$ cat src/rtl/lz77_decoder.sv
// LZ77 triplet decoder: expands (pos, len, literal) into len copied characters plus the literal,
// one character per cycle. Optional end-of-stream detection via macro LZ77_DECODER_END_DETECT_EN.
module lz77_decoder #(
  parameter int SB_DEPTH = 9,
  parameter int MAX_LEN  = 7
) (
  input  logic       clk,
  input  logic       reset,
  input  logic       code_valid,
  input  logic [3:0] code_pos,
  input  logic [3:0] code_len,
  input  logic [7:0] chardata,
  output logic       busy,
  output logic       valid,
  output logic [7:0] char_nxt,
  output logic       finish
);

  localparam logic [1:0] IDLE = 2'd0;
  localparam logic [1:0] COPY = 2'd1;
  localparam logic [1:0] LIT  = 2'd2;

  localparam logic [3:0] LEN_CAP = 4'(MAX_LEN);

  logic [1:0] state;
  logic [3:0] pos_q;
  logic [3:0] cnt_q;
  logic [7:0] lit_q;
  logic [7:0] sb [SB_DEPTH];

  logic [7:0] sb_rd;
  logic [7:0] shift_in;
  logic       shift_en;
  logic       is_end;
  logic [3:0] len_sat;

  assign len_sat = (code_len > LEN_CAP) ? LEN_CAP : code_len;

  // Out-of-range offsets fall through the mux and read as zero.
  always_comb begin
    sb_rd = 8'h00;
    for (int i = 0; i < SB_DEPTH; i++) begin
      if (int'(pos_q) == i) sb_rd = sb[i];
    end
  end

  assign shift_en = (state == COPY) || (state == LIT);
  assign shift_in = (state == COPY) ? sb_rd : lit_q;

`ifdef LZ77_DECODER_END_DETECT_EN
  assign is_end = (state == LIT) && (lit_q == 8'h24);
`else
  assign is_end = 1'b0;
`endif

  // NOTE: the search buffer is reset explicitly because unwritten entries must read as zero;
  // a plain memory without reset would return garbage for early back-references.
  always_ff @(posedge clk or negedge reset) begin
    if (!reset) begin
      for (int i = 0; i < SB_DEPTH; i++) sb[i] <= 8'h00;
    end else if (is_end) begin
      for (int i = 0; i < SB_DEPTH; i++) sb[i] <= 8'h00;
    end else if (shift_en) begin
      for (int i = SB_DEPTH - 1; i > 0; i--) sb[i] <= sb[i-1];
      sb[0] <= shift_in;
    end
  end

  // NOTE: all state uses non-blocking assignments so every register samples pre-edge values.
  always_ff @(posedge clk or negedge reset) begin
    if (!reset) begin
      state    <= IDLE;
      pos_q    <= 4'd0;
      cnt_q    <= 4'd0;
      lit_q    <= 8'h00;
      busy     <= 1'b0;
      valid    <= 1'b0;
      char_nxt <= 8'h00;
    end else begin
      case (state)
        IDLE: begin
          valid <= 1'b0;
          if (code_valid) begin
            pos_q <= code_pos;
            cnt_q <= len_sat;
            lit_q <= chardata;
            busy  <= 1'b1;
            state <= (len_sat != 4'd0) ? COPY : LIT;
          end
        end
        COPY: begin
          char_nxt <= sb_rd;
          valid    <= 1'b1;
          cnt_q    <= cnt_q - 4'd1;
          if (cnt_q == 4'd1) state <= LIT;
        end
        LIT: begin
          char_nxt <= lit_q;
          valid    <= 1'b1;
          busy     <= 1'b0;
          state    <= IDLE;
        end
        default: begin
          state <= IDLE;
          busy  <= 1'b0;
          valid <= 1'b0;
        end
      endcase
    end
  end

`ifdef LZ77_DECODER_END_DETECT_EN
  logic finish_q;
  always_ff @(posedge clk or negedge reset) begin
    if (!reset) finish_q <= 1'b0;
    else        finish_q <= is_end;
  end
  assign finish = finish_q;
`else
  assign finish = 1'b0;
`endif

endmodule

$ cat config.mk
export PLATFORM = sky130hd
export DESIGN_NAME = lz77_decoder
export DESIGN_NICKNAME = d
export VERILOG_FILES = /design/src/rtl/lz77_decoder.sv
export SDC_FILE = /design/constraint.sdc
export NUM_CORES = 1
export LEC_CHECK = 0
export ABC_AREA = 1
export BUFFER_PORTS_ARGS = -buffer_cell sky130_fd_sc_hd__buf_2
export CAP_MARGIN = 25
export CORE_AREA = 5 5 115 84
export CTS_BUF_LIST = sky130_fd_sc_hd__clkbuf_4
export CTS_CLUSTER_SIZE = 30
export DETAILED_ROUTE_END_ITERATION = 12
export DIE_AREA = 0 0 120 89
export GPL_ROUTABILITY_DRIVEN = 1
export GPL_TIMING_DRIVEN = 0
export HOLD_SLACK_MARGIN = 0.12
export PLACE_DENSITY = 0.75
export SYNTH_ARGS = -nofsm -noshare
export SYNTH_HDL_FRONTEND = slang
export SYNTH_SLANG_ARGS = --single-unit
$ cat constraint.sdc
create_clock -name clk -period 1.85 [get_ports clk]
set_input_delay 0.185 -clock clk [delete_from_list [all_inputs] [get_ports clk]]
set_output_delay 0.185 -clock clk [all_outputs]
set_load 0.02 [all_outputs]
# Word-level counts from Yosys, hierarchy flattened
# Index checks and enable logic that the tools add are counted.
# word_totals
regBits	100
output_inout_bits	11
# classes
n_addsub	1
order_cmp	1
eq_ne	13
muxes	21
bitwise_logic	1
n_reduce_logical	11
# op_table
cell	count
$mux 8	10
$eq 4x4->1 const B	5
$pmux 8 s2	1
$eq 4x3->1 const B	2
$mux 4	2
$pmux 4 s2	1
$reduce_and 2->1	4
$mux 2	3
$eq 4x1->1 const B	1
$eq 4x2->1 const B	1
$gt 4x3->1 const B	1
$logic_not 4->1	1
$pmux 2 s2	1
$reduce_bool 2->1	2
$reduce_bool 4->1	1
$sub 4x1->4 const B	1
$eq 2x1->1 const B	1
$eq 2x2->1 const B	1
$logic_not 2->1	1
$mux 1	2
$ne 2x1->1 const B	1
$ne 2x2->1 const B	1
$pmux 1 s2	1
$reduce_or 2->1	1
other kinds (2)	2

# Longest topological paths before layout
# depth
word_depth	11
depth_mapped	11

# Least setup slack after synthesis
# OpenSTA, ideal clock, no wires.
# synth_timing
kind	register -> register
startpoint	reg state[1]
endpoint	reg sb[66] in the netlist's numbering
setup_ns	0.065
arrival_time_ns	1.521
required_ns	1.785
setup_slack_ns	0.263
stages_incl_launch_ff	9
path_buffers	2
cell_sequence	dfrtp_1 inv_1 ha_1 buf_2 clkinv_1 dlygate4sd1_1 a21oi_1 nand2_1 nand2_1
# synth_between
elab_chain_cells	2
word_cells_on_any_way	4
classes_between	eq/ne: 2; mux: 1; reduce/logical: 1
# synth_lines
item	line_no	rtl
from (decl)	25	logic [1:0] state;
from (signal assigned)	88	state <= (len_sat != 4'd0) ? COPY : LIT;
$eq 2x1->1 / $eq 2x2->1 (equally long branches)	47	assign shift_en = (state == COPY) || (state == LIT);
$logic_or 1x1->1 *	47	
via shift_en	33	logic shift_en;
to (decl)	29	logic [7:0] sb [SB_DEPTH];
# Mark *: on every way through the listed nets, which the timed path passes. The rest lies on a longest branch.
# A chain may end at the register's enable or synchronous reset.

# Worst setup path in the final report
# layout_timing
startpoint	reg pos_q[0]
endpoint	reg sb[67] in the netlist's numbering
# layout_between
elab_chain_cells	11
word_cells_on_any_way	19
classes_between	eq/ne: 8; mux: 10; reduce/logical: 1
# layout_lines
item	line_no	rtl
from (decl)	26	logic [3:0] pos_q;
from (signal assigned)	84	pos_q <= code_pos;
$logic_not 4->1	43	if (int'(pos_q) == i) sb_rd = sb[i];
$mux 8 (8 in a row)	43	
$mux 8 *	43	
$mux 8 *	48	assign shift_in = (state == COPY) ? sb_rd : lit_q;
# Mark *: on every way between the ends. The rest lies on a longest branch, timed or not.

==> metrics.yaml <==
outcome: "finished clean"
setup_violations: 0
placed_area_mm2: 0.00504
clock_tree.root_cell: "clkbuf_4"
p_switching_mw: 4.96
gp_congestion: 0.882
instances_no_fill: 767
clock_power_share_pct: 12.1
route.antenna.remaining_nets: 0
ys_warn_count: 0
numnets_final: 682
hold_class: "input pin to asynchronous set/reset pin"
initial_antenna_violation_count: 0
worstSkewPairLatency_ns: 0.47
vias_per_cell: 5.43
cp_data_arrival_time_ns: 2.16
synth.cell_area_mm2: 0.00474
syn-instance-count: 596
fillerInstances: 725
mostFrequentLayoutCells: "243 x nand2_1, 97 x dfrtp_1, 50 x o21ai_0"
skew_ns: 0.0212
grt_pass1_wl_um: 20000
dominantRegCellSynth: "dfrtp_1"
chipHeight_um: 89
dieWidth_um: 120
initial_core_util_pct: 56.6
cp_num_buf_inv: 2
hold_violations: 0
grt_overflow: 0
worst_max_slew_pin_slew_ns: 0.525
internal-power_mw: 5.37
edff_count_synth: 0
diodes: 0
power.static_leakage_nw: 2.76
post_synth_num_cell_types: 28
clock_sinks: 100
wl_per_cell_um: 15.8
ys_ff_latch: 100
critical-path-max-stage-delay_ns: 0.50
first_global_vias: 3942
drt_first_iter_violations: 438
timing.final.crit_share_pct: 97.4
area_delta_synth_final_pct: 15.5
clock.fmax_mhz: 555
timing.critical_path.from_type: "flip-flop"
avgSynthCellArea_um2: 7.96
fin_ws_ns: 0.0480
power_switching_share_pct: 48.0
final.min_clock_period_ns: 1.80
grt_start_max_net_pins: 73
layout_commonest_cell: "nand2_1"
irDropWorstVdd_mv: 1.00
hpwlAfterDp_um: 8540
dp_slack_ns: -0.128
worst_path_dominant_cell_family: "simple AND/OR/NAND/NOR gates"
synth_compound_area_share_pct: 8.44
stdcell_area_mm2: 0.00548
timing.critical_path.cells: "inv_2, nor2_2, buf_6, nand3_2, nand3_1, nor2_2, nand4_1, nand2_1, nand3_1, nand2_1, nand2_1"
place.port_buffers: 28
route.vias.total: 4164
worstPathMaxFanout: 10
timing.slew.headroom_pct: 65.0
tritoncts_buffers: 9
seq_power_share_pct: 36.7
clock_path_buffers: 2
asyncSetResetFlopFracSynth_pct: 100
synth_top_family_by_area: "simple AND/OR/NAND/NOR gates"
cp_slowest_cell: "dfrtp_2"
clkTransAtPathRegs_ns: 0.14
route.final.wire_length_um: 12100
synth_fa_ha_area_share_pct: 1.32
h-tree-depth: 3
power_mw: 10.3
critPathCaptureType: "flip-flop"
drc: 0
grtUsageTotal_pct: 24.2
placement_rows: 28
place_inst: 730
max_cap_viol_count: 0
worst_path_most_repeated_cell: "nand2_1"
first_pass_iters: 5
timing_max_transition_violations_final: 0
required_ns: 2.21
xor_and_xnor_fraction_of_the_mapped_netlist_area_pct: 0
synth_simple_gate_area_share_pct: 30.2
syn-num-nets: 620
synth_top_cells_by_area: "dfrtp_1 53%, nand2_1 19%, o21ai_0 5.3%, nand3_1 4.3%, inv_1 3.2%"
post-synth-top-area-cell: "dfrtp_1"
synthDominantCellAreaShare_pct: 52.8
share_of_synthesized_area_occupied_by_flip_flops_and_latches_pct: 52.8
tritoncts: "done"
power.density_mw_per_mm2: 1890
floorplan.core_area_mm2: 0.00837
drive_gt1_share_pct: 13.9
worstSetupPathType: "flip-flop to flip-flop"
design.die.area_mm2: 0.0107
synth.mux.area_fraction_pct: 0
power_frac_comb_pct: 51.1
design.portCount: 30
## through the flow
| stage | utilization (%) | hold slack, ns | TNS [ns] |
|---|---|---|---|
| after floorplan | - | -0.111 | 0 |
| after global placement | 59.9 | 0.392 | -44.36 |
| after detailed placement | 60.3 | 0.134 | -3.42 |
| after CTS | 64.5 | 0.164 | 0 |
| after global routing | 65.4 | 0.159 | -0.0232 |
| final | 65.4 | 0.175 | 0 |
## power groups by stage
stage	clock network [mW]	registers, mW	logic, mW
finish	1.25	3.79	5.28
global route	1.39	3.88	5.92
CTS	1.29	3.75	5.02
detailed placement	0	3.80	4.93
global placement	0	3.78	4.78
floorplan	0	3.74	3.40
## layer usage
| metal | global-route usage (%) | routed length (um) | up-vias |
|---|---|---|---|
| met3 | 6.01 | 935 | 16 |
| met4 | 6.55 | 197 | 0 |
| met2 | 35.9 | 5330 | 147 |
| met1 | 35.7 | 5650 | 1981 |
| li1 | - | - | 2020 |
| met5 | 0 | 0 | - |
## worst paths after layout
kind	startpoint	to	slack, ns	cells past startpoint
max	pos_q[0]$_DFFE_PN0P_	sb[67]$_DFFE_PN0P_	0.05	11
min	reset	char_nxt[7]$_DFFE_PN0P_	0.17	2
min reg2reg	char_nxt[2]$_DFFE_PN0P_	char_nxt[2]$_DFFE_PN0P_	0.49	2
min in group clk	code_pos[2]	pos_q[2]$_DFFE_PN0P_	0.46	4
max in group asynchronous	reset	sb[27]$_DFFE_PN0P_	0.99	3
max reg2reg	pos_q[0]$_DFFE_PN0P_	sb[67]$_DFFE_PN0P_	0.05	11
## registers in the layout, summed over array words and instances, names as in the netlist
name	count
cnt_q	4
char_nxt	8
busy	1
sb	72
valid	1
state	2
pos_q	4
lit_q	8
## timing repair
action,CTS,global route
hold endpoints to repair,117,0
setup buffers,0,3
gates resized for setup,5,22
hold buffers,19,0
endpoints found under the setup margin,41,70
pin swaps,0,1
## cell type report
| type | instances | area (um^2) | area share (%) |
|---|---|---|---|
| Timing Repair Buffer | 51 | 383 | 6.99 |
| Clock inverter | 5 | 77.6 | 1.42 |
| Tap cell | 105 | 131 | 2.40 |
| Multi-Input combinational cell | 420 | 1940 | 35.4 |
| Buffer | 28 | 178 | 3.24 |
| Inverter | 48 | 186 | 3.40 |
| Clock buffer | 10 | 75.1 | 1.37 |
| Sequential cell | 100 | 2510 | 45.8 |
## synthesized netlist by cell type (2+ instances only)
cell type / n
a21oi_1: 24
buf_2: 6
clkbuf_1: 11
buf_1: 4
inv_1: 41
nand2_1: 243
nor2_1: 23
o21ai_0: 50
nor3_2: 2
nand3_2: 4
inv_2: 5
dfrtp_1: 100
nor2_4: 4
nand3_1: 41
a22oi_1: 2
nand4_1: 15
buf_6: 5
ha_1: 5
nor2_2: 2
## kinds of logic after synthesis
kind of cell,after synthesis
compound gates,78
fa+ha+maj,5
flops,100
buf+inv,76
other cells,1
simple gates,336
Note: power is estimated with default switching activity, not from simulation.
